$ cat src/rtl/registro_universal.sv
// registro_universal: N-bit universal shift register with burst serialiser (optional REGISTRO_PARITY_EN appends an even-parity bit)
module registro_universal #(
  parameter int           N       = 4,
  parameter logic [N-1:0] RST_VAL = '0
) (
  input  logic         CLK,
  input  logic         RST_L,
  input  logic         ENB,
  input  logic [2:0]   MODO,
  input  logic         DIR,
  input  logic         S_IN,
  input  logic [N-1:0] D,
  output logic [N-1:0] Q,
  output logic [N-1:0] Qn,
  output logic         S_OUT,
  output logic         BUSY,
  output logic         DONE
);
`ifdef REGISTRO_PARITY_EN
  localparam int L = N + 1;
`else
  localparam int L = N;
`endif
  localparam int CW = $clog2(L + 1);
  typedef enum logic {IDLE, SHIFTING} state_t;
  state_t       state_q, state_d;
  logic [N-1:0] q_q, q_d;
  logic         s_out_q, s_out_d;
  logic         done_q, done_d;
  logic         dir_q, dir_d;
  logic [CW-1:0] cnt_q, cnt_d;
  logic [N-1:0] burst_q;
  logic         burst_s;
`ifdef REGISTRO_PARITY_EN
  logic         par_q, par_d;
`endif
  assign burst_q = dir_q ? {1'b0, q_q[N-1:1]} : {q_q[N-2:0], 1'b0};
  assign burst_s = dir_q ? q_q[0] : q_q[N-1];
  // next state: burst shifting owns the register while busy, otherwise decode MODO
  always_comb begin
    state_d = state_q;
    q_d     = q_q;
    s_out_d = s_out_q;
    done_d  = 1'b0;
    dir_d   = dir_q;
    cnt_d   = cnt_q;
`ifdef REGISTRO_PARITY_EN
    par_d   = par_q;
`endif
    if (ENB) begin
      if (state_q == SHIFTING) begin
        cnt_d = cnt_q - 1'b1;
        if (cnt_q == CW'(1)) begin
          state_d = IDLE;
          done_d  = 1'b1;
        end
`ifdef REGISTRO_PARITY_EN
        // last edge emits the parity bit; the data is already fully shifted out
        if (cnt_q == CW'(1)) s_out_d = par_q;
        else begin
          q_d     = burst_q;
          s_out_d = burst_s;
        end
`else
        q_d     = burst_q;
        s_out_d = burst_s;
`endif
      end else begin
        case (MODO)
          3'b001: begin
            q_d     = DIR ? {S_IN, q_q[N-1:1]} : {q_q[N-2:0], S_IN};
            s_out_d = DIR ? q_q[0] : q_q[N-1];
          end
          3'b010: begin
            q_d     = DIR ? {q_q[0], q_q[N-1:1]} : {q_q[N-2:0], q_q[N-1]};
            s_out_d = DIR ? q_q[0] : q_q[N-1];
          end
          3'b011: q_d = D;
          3'b100: begin
            q_d     = D;
            dir_d   = DIR;
            cnt_d   = CW'(L);
            state_d = SHIFTING;
`ifdef REGISTRO_PARITY_EN
            par_d   = ^D;
`endif
          end
          3'b101: begin
            q_d     = {q_q[N-1], q_q[N-1:1]};
            s_out_d = q_q[0];
          end
          3'b110: q_d = q_q + 1'b1;
          3'b111: q_d = q_q - 1'b1;
          default: q_d = q_q;
        endcase
      end
    end
  end
  // state registers; async reset aborts any burst without a DONE
  always_ff @(posedge CLK or negedge RST_L) begin
    if (!RST_L) begin
      state_q <= IDLE;
      q_q     <= RST_VAL;
      s_out_q <= 1'b0;
      done_q  <= 1'b0;
      dir_q   <= 1'b0;
      cnt_q   <= '0;
`ifdef REGISTRO_PARITY_EN
      par_q   <= 1'b0;
`endif
    end else begin
      state_q <= state_d;
      q_q     <= q_d;
      s_out_q <= s_out_d;
      done_q  <= done_d;
      dir_q   <= dir_d;
      cnt_q   <= cnt_d;
`ifdef REGISTRO_PARITY_EN
      par_q   <= par_d;
`endif
    end
  end
  assign Q     = q_q;
  assign Qn    = ~q_q;
  assign S_OUT = s_out_q;
  assign BUSY  = (state_q == SHIFTING);
  assign DONE  = done_q;
endmodule

$ cat config.mk
export PLATFORM = sky130hd
export DESIGN_NAME = registro_universal
export DESIGN_NICKNAME = d
export VERILOG_FILES = /design/src/rtl/registro_universal.sv
export SDC_FILE = /design/constraint.sdc
export NUM_CORES = 1
export LEC_CHECK = 0
export CORE_MARGIN = 2
export CORE_UTILIZATION = 40
export CTS_CLUSTER_SIZE = 12
export DETAILED_ROUTE_END_ITERATION = 16
export PLACE_DENSITY = 0.69
export SLEW_MARGIN = 10
export SYNTH_ARGS = -nofsm -noshare
export SYNTH_HDL_FRONTEND = slang
export SYNTH_SLANG_ARGS = --single-unit
$ cat constraint.sdc
create_clock -name CLK -period 3.2 [get_ports CLK]
set_input_delay 0.64 -clock CLK [delete_from_list [all_inputs] [get_ports CLK]]
set_output_delay 0.64 -clock CLK [all_outputs]
set_load 0.03 [all_outputs]
## Word-level counts from Yosys, hierarchy flattened

Index checks and enable logic that the tools add are counted.

- Flip-flop bits (word level): 11
- Input port bits: 12
- Word-level logic and storage cells: 49

- Add/sub/neg operators: 3
- Eq/ne operators: 9
- Multiplexer cells: 17
- Bitwise operators: 2
- Reduce and logical (&&, ||, !) cells: 11

Operator list:

| kind | number |
|---|---|
| case mux 4 bit (6 select lines) | 1 |
| 2-to-1 mux 4 bit | 4 |
| == test 3 bit (second input constant) | 4 |
| 2-to-1 mux 1 bit | 9 |
| nonzero test 7 bit | 1 |
| == test 3 x 1 -> 1 bit (second input constant) | 2 |
| == test 3 x 2 -> 1 bit (second input constant) | 2 |
| 2-to-1 mux 3 bit | 2 |
| AND reduction 2 bit | 3 |
| AND reduction 3 bit | 2 |
| nonzero test 6 bit | 1 |
| adder 4 x 1 -> 4 bit (second input constant) | 1 |
| inverter 4 bit | 1 |
| OR reduction 2 bit | 2 |
| subtractor 4 x 1 -> 4 bit (second input constant) | 1 |
| nonzero test 3 bit | 1 |
| subtractor 3 x 1 -> 3 bit (second input constant) | 1 |
| inequality test 2 bit (second input constant) | 1 |
| case mux 1 bit (2 select lines) | 1 |
| nonzero test 2 bit | 1 |
| inverter 1 bit | 1 |

## Depth between registers and ports, before layout

- Word-level depth: 4
- Mapped depth: 9
- Gate-level depth less buffers: 7

## Worst setup path before layout

Ideal clock, no wire load.

- Path kind: input -> register
- From: input port MODO[1]
- To: register q_q[1] (netlist: Q[1])
- Arrival: 1959 ps
- Data required time: 3058 ps
- Path slack: 1099 ps
- Stages: 9
- Path buffers: 2
- Cell sequence: buf_6 buf_4 nand3_1 xnor2_1 ha_1 a221oi_1 a21oi_1 o31ai_1 o21ai_0

- Cells in the longest elaborated chain, start to end: 4

RTL lines:

| what | RTL line | source |
|---|---|---|
| from (decl) | 9 | `input logic [2:0] MODO,` |
| == test 3 bit or == test 3 x 2 -> 1 bit (tied branches) | 69 | `case (MODO)` |
| OR reduction 2 bit (no source line) | n/a |  |
| case mux 4 bit (6 select lines) or nonzero test 7 bit (tied branches) | n/a |  |
| 2-to-1 mux 4 bit or AND reduction 2 bit (tied branches) | n/a |  |
| to (signal assigned) | 113 | `q_q <= q_d;` |
| to (decl) | 27 | `logic [N-1:0] q_q, q_d;` |

Several ways; a longest one is shown, not always the timed one.
A chain may end at the register's enable or synchronous reset.

## Worst setup path in the final report

- From: register state_q (netlist: BUSY)
- To: output port BUSY

RTL lines:

| what | RTL line | source |
|---|---|---|
| from (decl) | 26 | `state_t state_q, state_d;` |
| from (signal assigned) | 112 | `state_q <= state_d;` |
| to (decl) | 16 | `output logic BUSY,` |

No word-level cell between the ends.

==> metrics.md <==
| Metric | Value |
|---|---|
| Post-synthesis cell count | 121 |
| Layout cells sized above 1 | 0.0714 |
| Row cnt | 17 |
| GPL Wtd Cong | 0.814 |
| Starting density of the core | 0.433 |
| Number of global-route vias before repair | between 800 and 900 |
| Area Growth Syn to Fin | 23.8% |
| Diodes inserted | 0 |
| Vias post-DR | between 900 and 1000 |
| Mapped Area | 976 µm² |
| Rel. slew slack | 0.642 |
| Worst hold path type | reg -> reg |
| Clock Skew | 0.621 ps |
| DRT iter0 DRCs | 42 |
| Top FF cell, synth | dfrtp_1 |
| Critical path cell sequence | clkdlybuf4s50_1 |
| Count leader, synth | nand2_1 |
| Max Root-Sink Buffers | 2 |
| Vias/cell | between 5 and 6 |
| Mean Syn Cell Area | 8.07 µm² |
| Fin. Hold Viols | 0 |
| Metal-1 WL | about 1200 µm |
| Final instance area | 0.00121 mm² |
| Largest net degree at the start of global routing | 20 |
| Worst-path clk slew | 70 ps |
| CP max-delay cell | clkdlybuf4s50_1 |
| Worst EP arrival | 1720 ps |
| Fin crit share | 0.736 |
| Sequential share of power | 0.323 |
| Nets | between 150 and 200 |
| Post-route antenna net violation count | 0 |
| Crit path max fanout | 18 |
| Crit path time final | 2360 ps |
| Core area | about 0.0023 mm² |
| Clock power share | 0.092 |
| Max Used Layer | met4 |
| Area contributors post-synth | dfrtp_1 28%, nand2_1 5.4%, inv_1 4.2% |
| RSZ-0062 raised after global routing | false |
| Sink Count | 11 |
| Port-buffer cells | 22 |
| Root Buffer | clkbuf_4 |
| H-tree depth | 1 |
| Post-synth EDFFs | 0 |
| Fillers | between 200 and 250 |
| Drt first pass iters | 4 |
| Largest area contributor in the netlist | dfrtp_1 |
| Run status | completed |
| Post-CTS Setup Repair Bufs | 0 |
| Switching part of the total | 0.477 |
| Min Hold Slack | 479 ps |
| Max VDD drop | 0.500 mV |
| Startpoint Class | flip-flop |
| Post-DR wirelength/cell | ~14 µm |
| Die width | 53.4 µm |
| Critical Path RT | 2560 ps |
| Comb pwr share | 0.585 |
| Resized Gates After CTS | 0 |
| Placed inst area | 0.00118 mm² |
| Post-DP HPWL | ~1700 µm |
| Power Total | 994 µW |
| Final WL | 2310 µm |
| Crit end category | output port |
| Global route overflow | 0 |
| Post-layout util | 0.536 |
| CTS tree | built |
| Static leakage | 0.515 nW |
| Max Cap Viol | 0 |
| Worst skew pair latency | 260 ps |
| Top post-synthesis cells by count | 14 x nand2_1, 11 x dfrtp_1, 11 x inv_1 |
| Total CTS buffers | 3 |
| PwrDens | a little over 800 mW/mm² |
| First-pass GRT wire length | around 3700 µm |
| Met2 wire len | approximately 1000 µm |
| Hold Buf Count CTS | 0 |
| Family with the most delay on the worst path | buffers and inverters |
| #FFs+latches synth | 11 |
| Synth async-reset ratio | 1.00 |
| Internal Power | 520 µW |
| Share of the synthesized area in the top cell type | 0.282 |
| DIE HEIGHT | approximately 53 µm |
| Yosys cell types | 38 |
| Initial antenna violation count | 0 |
| # setup viols final | 0 |
| Sequential element share of the synthesized area | 0.282 |
| Met3 wire length | 87 µm |
| Gr usage total | 0.181 |
| Syn. warnings | 0 |
| Max stage delay on crit path | 770 ps |
| Fin. max-slew vios | 0 |
| Final TNS setup | 0 ps |
| Net Sw Power | 474 µW |
| DIE AREA | approximately 0.0029 mm² |
| Syn nets | 136 |
| I/O Pins | 23 |
| Remaining DRCs | 0 |
| Critical path buffer and inverter count | 1 |
| Critical path class | reg -> out |
| FMAX | 424 MHz |
| Worst-margin pin slew | between 500 and 600 ps |
placed cells by master, fill, tap and decap left out:
cell type,synthesis,layout
o211ai_1,1,1
nand3_1,3,3
or3b_1,1,1
a21oi_1,8,8
a31oi_1,2,2
nand2_1,14,14
nor3b_1,1,1
nor3_1,2,2
a22o_1,3,3
clkbuf_1,2,1
o41ai_2,1,1
o31ai_2,1,1
a221oi_1,2,2
o21bai_1,1,1
o21ai_1,1,1
o31ai_1,5,5
xnor2_1,3,3
o21ai_0,8,8
o2111ai_1,1,1
and3_1,4,4
nor2_1,6,6
xor2_1,1,1
buf_4,1,3
nand4b_1,1,1
ha_1,3,3
mux2_2,2,2
a211oi_1,2,2
a22oi_1,2,2
nand2b_1,2,2
a311oi_1,2,2
inv_1,11,11
dfrtp_1,11,11
clkdlybuf4s50_1,0,22
o221ai_1,1,1
mux2i_1,3,3
clkbuf_4,0,3
nor2b_1,2,2
final timing paths:
path	from	endpoint	slack, ps	depth (start not counted)
setup / recovery	BUSY$_DFFE_PN0P_	BUSY	840	1
hold / removal	S_OUT$_DFFE_PN0P_	S_OUT$_DFFE_PN0P_	480	2
setup reg to reg	Q[1]$_DFFE_PN0P_	Q[2]$_DFFE_PN0P_	1420	6
hold reg to reg	S_OUT$_DFFE_PN0P_	S_OUT$_DFFE_PN0P_	480	2
max in group asynchronous	RST_L	Q[1]$_DFFE_PN0P_	2180	1
min in group asynchronous	RST_L	cnt_q[0]$_DFFE_PN0P_	700	1
power groups by stage:
| stage | sequential (mW) | combinational, mW | clock (mW) |
|---|---|---|---|
| final | 0.321 | 0.581 | 0.0917 |
| after global routing | 0.341 | 0.645 | 0.102 |
| after CTS | 0.321 | 0.585 | 0.0957 |
| after detailed placement | 0.322 | 0.582 | 0 |
| after global placement | 0.322 | 0.575 | 0 |
| after floorplan | 0.326 | 0.394 | 0 |
cell type report:
class,instances,area [µm²],share of cell area
Tap cell,28,35.0,0.0290
Multi-Input combinational cell,89,588,0.487
Timing Repair Buffer,25,243,0.201
Inverter,11,41.3,0.0342
Clock buffer,4,26.3,0.0217
Sequential cell,11,275,0.228
cells by family after synthesis:
| group | share of synthesized area |
|---|---|
| AOI/OAI and AO/OA | 0.295 |
| and+or+nand+nor | 0.179 |
| buffers and inverters | 0.115 |
| DFF | 0.282 |
| muxes | 0.0538 |
| xor gates and xnor gates | 0.0359 |
| adders and majority gates | 0.0385 |
flip-flops by register name (all words and copies together) (netlist names):
name and flops:
Q 4, DONE 1, dir_q 1, BUSY 1, cnt_q 3, S_OUT 1
per-layer routing:
layer / global-route usage / up-vias
li1: - / 474
met1: 0.250 / 461
met2: 0.284 / 19
met3: 0.0508 / 2
met4: 0.0256 / 0
met5: 0 / -
per-stage QoR:
stage	std cells	setup slack (ps)
floorplan	121	1100
global placement	164	796
detailed placement	164	743
CTS	168	836
global route	168	717
finish	168	843
No activity file was read; power rests on OpenSTA's default activity.
